$ cat config.mk
export PLATFORM = sky130hd
export DESIGN_NAME = ethernet_tx_rx
export DESIGN_NICKNAME = d
export VERILOG_FILES = /design/src/rtl/eth_pkg.sv /design/src/rtl/eth_crc32_step.sv /design/src/rtl/ethernet_tx_rx.sv
export SDC_FILE = /design/constraint.sdc
export NUM_CORES = 2
export LEC_CHECK = 0
export CAP_MARGIN = 20
export CORE_UTILIZATION = 46
export CTS_CLUSTER_DIAMETER = 200
export DETAILED_ROUTE_END_ITERATION = 8
export PLACE_DENSITY = 0.71
export SKIP_CTS_REPAIR_TIMING = 1
export SYNTH_ARGS = -nofsm -noshare
export SYNTH_HDL_FRONTEND = slang
export SYNTH_HIERARCHICAL = 1
export SYNTH_SLANG_ARGS = --single-unit
$ cat constraint.sdc
create_clock -name clk -period 11.4 [get_ports clk]
set_input_delay 2.28 -clock clk [delete_from_list [all_inputs] [get_ports clk]]
set_output_delay 2.28 -clock clk [all_outputs]
set_load 0.05 [all_outputs]
$ cat src/rtl/eth_pkg.sv
// rtl/eth_pkg.sv - shared state encodings and framing constants for ethernet_tx_rx
package eth_pkg;
    typedef enum logic [3:0] {
        TX_IDLE, TX_LOAD, TX_PRE, TX_SFD, TX_DST, TX_SRC, TX_LEN, TX_PAY, TX_FCS, TX_DONE
    } tx_state_t;

    typedef enum logic [2:0] {
        RX_HUNT, RX_DST, RX_SRC, RX_LEN, RX_PAY, RX_FCS, RX_CHECK
    } rx_state_t;

    localparam logic [7:0]  PREAMBLE_BYTE = 8'h55;
    localparam logic [2:0]  PREAMBLE_LEN  = 3'd7;
    localparam logic [7:0]  SFD           = 8'hD5;
    localparam logic [31:0] CRC_POLY      = 32'hEDB88320;
    localparam logic [31:0] CRC_INIT      = 32'hFFFFFFFF;
    localparam logic [2:0]  MAC_BYTES     = 3'd6;
    localparam logic [2:0]  LEN_BYTES     = 3'd2;
    localparam logic [2:0]  FCS_BYTES     = 3'd4;
endpackage

$ cat src/rtl/eth_crc32_step.sv
// rtl/eth_crc32_step.sv - one byte of reflected IEEE CRC-32
module eth_crc32_step
    import eth_pkg::*;
(
    input  logic [31:0] crc_in,
    input  logic [7:0]  data,
    output logic [31:0] crc_out
);
    always_comb begin
        logic [31:0] c;
        c = crc_in ^ {24'h000000, data};
        for (int i = 0; i < 8; i++) begin
            c = c[0] ? ((c >> 1) ^ CRC_POLY) : (c >> 1);
        end
        crc_out = c;
    end
endmodule

$ cat src/rtl/ethernet_tx_rx.sv
// rtl/ethernet_tx_rx.sv - byte-wide frame generator with internal loopback deframer
module ethernet_tx_rx
    import eth_pkg::*;
#(
    parameter int FIFO_DEPTH = 64
) (
    input  logic        clk,
    input  logic        rst,
    input  logic        tx_start,
    input  logic [7:0]  tx_data_in,
    input  logic        tx_data_valid,
    output logic        tx_ready,
    output logic        tx_done,
    output logic [7:0]  tx_data_out,
    output logic [7:0]  rx_data_out,
    output logic        rx_data_valid,
    input  logic        rx_data_ready,
    input  logic [47:0] src_mac,
    input  logic [47:0] dest_mac
);
    localparam int AW = (FIFO_DEPTH > 1) ? $clog2(FIFO_DEPTH) : 1;
    localparam int LW = $clog2(FIFO_DEPTH + 1);
    localparam logic [LW-1:0] DEPTH_L = LW'(FIFO_DEPTH);

    tx_state_t     tx_state;
    logic [2:0]    tx_cnt;
    logic [LW-1:0] tx_len, tx_rd;
    logic [7:0]    tx_buf [FIFO_DEPTH];
    logic [47:0]   dst_l;
    logic [111:0]  hdr;
    logic [31:0]   tx_crc, tx_crc_next;
    logic [7:0]    tx_crc_byte;
    logic          tx_strobe;

    rx_state_t     rx_state;
    logic [2:0]    rx_cnt;
    logic          rx_seen_pre, rx_commit;
    logic [47:0]   rx_dst;
    logic [15:0]   rx_len;
    logic [31:0]   rx_fcs, rx_crc, rx_crc_next;
    logic [LW-1:0] rx_wr, rx_rd, rx_avail, rx_rd_next, rx_avail_next;
    logic [7:0]    rx_buf [FIFO_DEPTH];

    assign tx_ready = (tx_state == TX_IDLE && !rx_data_valid) ||
                      (tx_state == TX_LOAD && tx_len != DEPTH_L);

    // Byte about to go on the wire: header shift register, or payload once LEN is done
    assign tx_crc_byte = (tx_state == TX_PAY || (tx_state == TX_LEN && tx_cnt == LEN_BYTES))
                         ? tx_buf[tx_rd[AW-1:0]] : hdr[111:104];

    eth_crc32_step u_tx_crc (.crc_in(tx_crc), .data(tx_crc_byte), .crc_out(tx_crc_next));
    eth_crc32_step u_rx_crc (.crc_in(rx_crc), .data(tx_data_out), .crc_out(rx_crc_next));

    always_ff @(posedge clk) begin
        if (tx_state == TX_LOAD && tx_data_valid && tx_ready)
            tx_buf[tx_len[AW-1:0]] <= tx_data_in;
        if (tx_strobe && rx_state == RX_PAY)
            rx_buf[rx_wr[AW-1:0]] <= tx_data_out;
    end

    // tx_cnt counts bytes of the current field already placed on the wire
    always_ff @(posedge clk) begin
        if (!rst) begin
            tx_state    <= TX_IDLE;
            tx_cnt      <= '0;
            tx_len      <= '0;
            tx_rd       <= '0;
            dst_l       <= '0;
            hdr         <= '0;
            tx_crc      <= CRC_INIT;
            tx_data_out <= 8'h00;
            tx_done     <= 1'b0;
            tx_strobe   <= 1'b0;
        end else begin
            tx_done <= 1'b0;
            case (tx_state)
                TX_IDLE: if (tx_start && !rx_data_valid) begin
                    dst_l         <= dest_mac;
                    hdr[111:16]   <= {dest_mac, src_mac};
                    tx_len        <= '0;
                    tx_state      <= TX_LOAD;
                end
                TX_LOAD: begin
                    if (tx_data_valid && tx_ready) begin
                        tx_len <= tx_len + 1'b1;
                    end else if (tx_len != '0) begin
                        hdr[15:0]   <= 16'(tx_len);
                        tx_data_out <= PREAMBLE_BYTE;
                        tx_strobe   <= 1'b1;
                        tx_cnt      <= 3'd1;
                        tx_crc      <= CRC_INIT;
                        tx_rd       <= '0;
                        tx_state    <= TX_PRE;
                    end
                end
                TX_PRE: begin
                    tx_cnt      <= tx_cnt + 1'b1;
                    tx_data_out <= PREAMBLE_BYTE;
                    if (tx_cnt == PREAMBLE_LEN) begin
                        tx_data_out <= SFD;
                        tx_state    <= TX_SFD;
                    end
                end
                TX_FCS: begin
                    tx_data_out <= ~tx_crc[7:0];
                    tx_crc      <= {8'h00, tx_crc[31:8]};
                    tx_cnt      <= tx_cnt + 1'b1;
                    if (tx_cnt == FCS_BYTES) begin
                        tx_data_out <= 8'h00;
                        tx_strobe   <= 1'b0;
                        tx_done     <= 1'b1;
                        tx_state    <= TX_DONE;
                    end
                end
                TX_DONE: tx_state <= TX_IDLE;
                default: begin
                    if (tx_state == TX_PAY && tx_rd == tx_len) begin
                        tx_data_out <= ~tx_crc[7:0];
                        tx_crc      <= {8'h00, tx_crc[31:8]};
                        tx_cnt      <= 3'd1;
                        tx_state    <= TX_FCS;
                    end else begin
                        tx_data_out <= tx_crc_byte;
                        tx_crc      <= tx_crc_next;
                        hdr         <= {hdr[103:0], 8'h00};
                        tx_cnt      <= tx_cnt + 1'b1;
                        if (tx_state == TX_PAY || (tx_state == TX_LEN && tx_cnt == LEN_BYTES))
                            tx_rd <= tx_rd + 1'b1;
                        if (tx_state == TX_SFD) begin
                            tx_state <= TX_DST;
                            tx_cnt   <= 3'd1;
                        end else if (tx_state == TX_DST && tx_cnt == MAC_BYTES) begin
                            tx_state <= TX_SRC;
                            tx_cnt   <= 3'd1;
                        end else if (tx_state == TX_SRC && tx_cnt == MAC_BYTES) begin
                            tx_state <= TX_LEN;
                            tx_cnt   <= 3'd1;
                        end else if (tx_state == TX_LEN && tx_cnt == LEN_BYTES) begin
                            tx_state <= TX_PAY;
                        end
                    end
                end
            endcase
        end
    end

    assign rx_commit = (rx_state == RX_CHECK) && (rx_dst == dst_l) && (rx_fcs == ~rx_crc);

    always_comb begin
        rx_rd_next    = rx_rd;
        rx_avail_next = rx_avail;
        if (rx_data_valid && rx_data_ready)
            rx_rd_next = rx_rd + 1'b1;
        if (rx_commit) begin
            rx_avail_next = rx_wr;
            rx_rd_next    = '0;
        end
    end

    assign rx_data_out = rx_data_valid ? rx_buf[rx_rd[AW-1:0]] : 8'h00;

    always_ff @(posedge clk) begin
        if (!rst) begin
            rx_state      <= RX_HUNT;
            rx_seen_pre   <= 1'b0;
            rx_cnt        <= '0;
            rx_dst        <= '0;
            rx_len        <= '0;
            rx_fcs        <= '0;
            rx_crc        <= CRC_INIT;
            rx_wr         <= '0;
            rx_rd         <= '0;
            rx_avail      <= '0;
            rx_data_valid <= 1'b0;
        end else begin
            rx_rd         <= rx_rd_next;
            rx_avail      <= rx_avail_next;
            rx_data_valid <= (rx_rd_next != rx_avail_next);
            if (rx_state == RX_CHECK) begin
                rx_state <= RX_HUNT;
            end else if (tx_strobe) begin
                rx_cnt <= rx_cnt + 1'b1;
                if (rx_state inside {RX_DST, RX_SRC, RX_LEN, RX_PAY})
                    rx_crc <= rx_crc_next;
                case (rx_state)
                    RX_HUNT: begin
                        rx_seen_pre <= (tx_data_out == PREAMBLE_BYTE);
                        if (rx_seen_pre && tx_data_out == SFD) begin
                            rx_state <= RX_DST;
                            rx_cnt   <= 3'd1;
                            rx_crc   <= CRC_INIT;
                            rx_wr    <= '0;
                        end
                    end
                    RX_DST: begin
                        rx_dst <= {rx_dst[39:0], tx_data_out};
                        if (rx_cnt == MAC_BYTES) begin
                            rx_state <= RX_SRC;
                            rx_cnt   <= 3'd1;
                        end
                    end
                    RX_SRC: if (rx_cnt == MAC_BYTES) begin
                        rx_state <= RX_LEN;
                        rx_cnt   <= 3'd1;
                    end
                    RX_LEN: begin
                        rx_len <= {rx_len[7:0], tx_data_out};
                        if (rx_cnt == LEN_BYTES)
                            rx_state <= RX_PAY;
                    end
                    RX_PAY: begin
                        rx_wr <= rx_wr + 1'b1;
                        if (16'(rx_wr) + 16'd1 == rx_len) begin
                            rx_state <= RX_FCS;
                            rx_cnt   <= 3'd1;
                        end
                    end
                    RX_FCS: begin
                        rx_fcs <= {tx_data_out, rx_fcs[31:8]};
                        if (rx_cnt == FCS_BYTES)
                            rx_state <= RX_CHECK;
                    end
                    default: ;
                endcase
            end
        end
    end
endmodule

==> impl_metrics.toml <==
[power_and_ir_drop]
power_density_mw_per_mm2 = 211
combPwrFrac_pct = 22.5
p_int_mw = 9.82
pwr-share-seq_pct = 44.5
p_clk_share_pct = 33.0
power.leakage_nw = 20.8
p_sw_share_pct = 29.2
power.switching_mw = 4.04
peakVddDrop_mv = 0.164

[clocking]
cts_tree = "done"
clock-sinks = 1408
cts_buffer_depth = 3
clk_pin_slew_ns = 0.06
h-tree-depth = 4
insertion_delay_ns = 0.77
root_buffer = "clkbuf_16"
cts_buffers = 138

[cells_and_area]
synthToLayoutAreaGrowth_pct = 13.1
nNetsFinal = 4251
mostFrequentLayoutCells = "edfxtp_1, nand2_1, dfxtp_1"
drive_above_1_share_pct = 16.2
fill_cells = 10100
final_common_cell = "edfxtp_1"

[grt]
first_global_vias = 33300
grt_pass1_wl_um = 211000
grt_antenna_before_repair = 10
grt_usage_pct = 22.0
overflow = 0
grt_max_degree = 115

[sta]
setup_viol = 0
rsz0062_at_grt = "no"
slew_headroom_pct = 21.6
worst_pin_slew_ns = 1.17
fin_hold_ws_ns = 0.452
final.period_utilization_pct = 62.0
fin_skew_ns = 0.0221
final.setup.tns_ns = 0
finalCriticalPeriod_ns = 7.07
maxSlewViolCount = 0
final_hold_viol_count = 0
fmax_ghz = 0.141

[synthesis]
yosys_warnings = 6
synthCells = 4040
synth_edf_count = 1024
synth-seq-cells = 1408
avgSynthCellArea_um2 = 14.4
yosysSeqAreaShare_pct = 66.0
synth_nets = 4161
async_flop_share_pct = 0
syn_area_mm2 = 0.0582
ys.flop_type = "edfxtp_1"
ys_types = 82

[setup_path]
crit_required_ns = 9.12
cpMostUsedCell = "mux4_2"
critPathMaxFanout = 95
slowest_delay_ns = 0.85
crit_buf_inv = 2
crit_type = "flip-flop to output port"
start_kind = "flip-flop"
critPathArrivalTime_ns = 4.79
cp_slowest_cell = "dfxtp_4"
path_cells = "buf_12 > mux4_2 > mux4_2 > mux2i_1 > o22ai_1 > clkdlybuf4s50_1"
end_kind = "output port"
critPathTopFamily = "multiplexers"

[floorplanning]
start_util_pct = 46.4
die_height_um = 358
die_area_mm2 = 0.128
ios = 128
fp.dieW_um = 358
coreArea_mm2 = 0.126
num_rows = 130

[routing]
drt_iter0_drc = 4293
firstDrtPassIters = 6
remaining_drc_errors = 0
routed_via_density = 5.85
wl_per_cell_um = 24.1
wl_um = 142000
ant_nets = 0
vias = 34500

[placed_design]
numPortBuffers = 127
gp_congestion = 0.821
hpwl_um = 87000

[run]
cap_viol_max_count = 0

[hold_path]
min_path_type = "flip-flop to flip-flop"

[outcome]
outcome = "completed"
-- cell usage after synthesis, types with 17 or more instances --
master,count,share of area (%)
a21oi_1,219,1.9
dfxtp_1,384,13
nand3_1,69,0.59
nand2_1,663,4.3
xnor2_1,131,2.0
xor2_1,76,1.1
mux2_2,31,0.60
mux2i_1,55,0.95
buf_2,47,0.40
nor2b_1,17,0.18
nand3b_1,18,0.23
a22oi_1,44,0.57
o21ai_0,30,0.26
nor2_1,297,1.9
nor4_1,17,0.18
buf_1,20,0.13
a311oi_1,99,1.5
clkbuf_1,181,1.2
o22ai_1,37,0.40
mux4_2,278,11
nand4_1,34,0.37
edfxtp_1,1024,53
inv_1,19,0.12
-- tightest hold or removal path, delay by kind of cell (launching register included) --
kind / cells / cell delay, ns
DFF: 1 / 0.31
AOI/OAI and AO/OA: 1 / 0.05
and+or+nand+nor: 1 / 0.05
-- metal layers --
layer | GRT usage, % | wire (um) | vias up | part of all wire [%]
met5 | 0 | 13 | - | 0.0091
li1 | - | - | 15400 | -
met2 | 35.5 | 69300 | 1411 | 49
met1 | 30.5 | 58900 | 17400 | 41
met4 | 7.74 | 4160 | 2 | 2.9
met3 | 3.25 | 10000 | 254 | 7.0
-- power by group through the flow --
stage / combinational (mW) / sequential (mW) / clock, mW
after floorplan: 2.21 / 6.36 / 0
after global placement: 3.04 / 6.27 / 0
after detailed placement: 3.07 / 6.28 / 0
after CTS: 3.09 / 6.17 / 4.63
after global routing: 3.38 / 6.20 / 4.82
final: 3.11 / 6.17 / 4.58
-- worst paths after layout --
path	from	endpoint	slack, ns	cells past startpoint
max reg2reg	flip-flop	tx_crc[23]	5.51	14
max	rx_rd[0]	rx_data_out[1]	4.33	6
min	rx_len[13]	rx_len[13]	0.45	2
min reg2reg	rx_len[13]	rx_len[13]	0.45	2
-- sequential cells by signal, indices dropped and copies added (netlist names), 8 cells and up, named ones only --
signal	count
rx_crc	32
tx_crc	32
dst_l	48
tx_buf	512
rx_len	16
tx_data_out	8
rx_fcs	32
rx_dst	48
rx_buf	512
hdr	110
-- through the flow --
stage / setup WS (ns) / power [mW] / std cells / utilization (%) / area (um2)
floorplan: 6.54 / 8.58 / 4040 / - / 58200
finish: 4.33 / 13.9 / 5902 / 52.4 / 65800
global placement: 5.00 / 9.31 / 5619 / 48.6 / 61000
detailed placement: 4.95 / 9.35 / 5625 / 48.6 / 61100
global route: 4.04 / 14.4 / 5899 / 52.4 / 65800
CTS: 4.15 / 13.9 / 5876 / 52.2 / 65600
-- cells by family (layout without fill, tap and decap cells) --
group	after synthesis	in the layout	synth area share, %
DFF	1408	1408	66.0
and+or+nand+nor	1215	1215	8.96
AOI/OAI and AO/OA	520	520	5.90
muxes	364	364	12.3
buffers and inverters	277	478	1.98
xor gates and xnor gates	243	243	4.55
adders and majority gates	13	13	0.275
other	0	11	0
-- final cells by class --
cell class	instances	area [um2]	area share, %
Antenna cell	11	27.5	0.0418
Sequential cell	1408	38500	58.4
Multi-Input combinational cell	2355	18700	28.4
Timing Repair Buffer	208	1970	2.99
Inverter	19	78.8	0.120
Tap cell	1650	2060	3.14
Clock inverter	62	593	0.901
Clock buffer	189	3930	5.97
No activity file was read; power rests on OpenSTA's default activity.
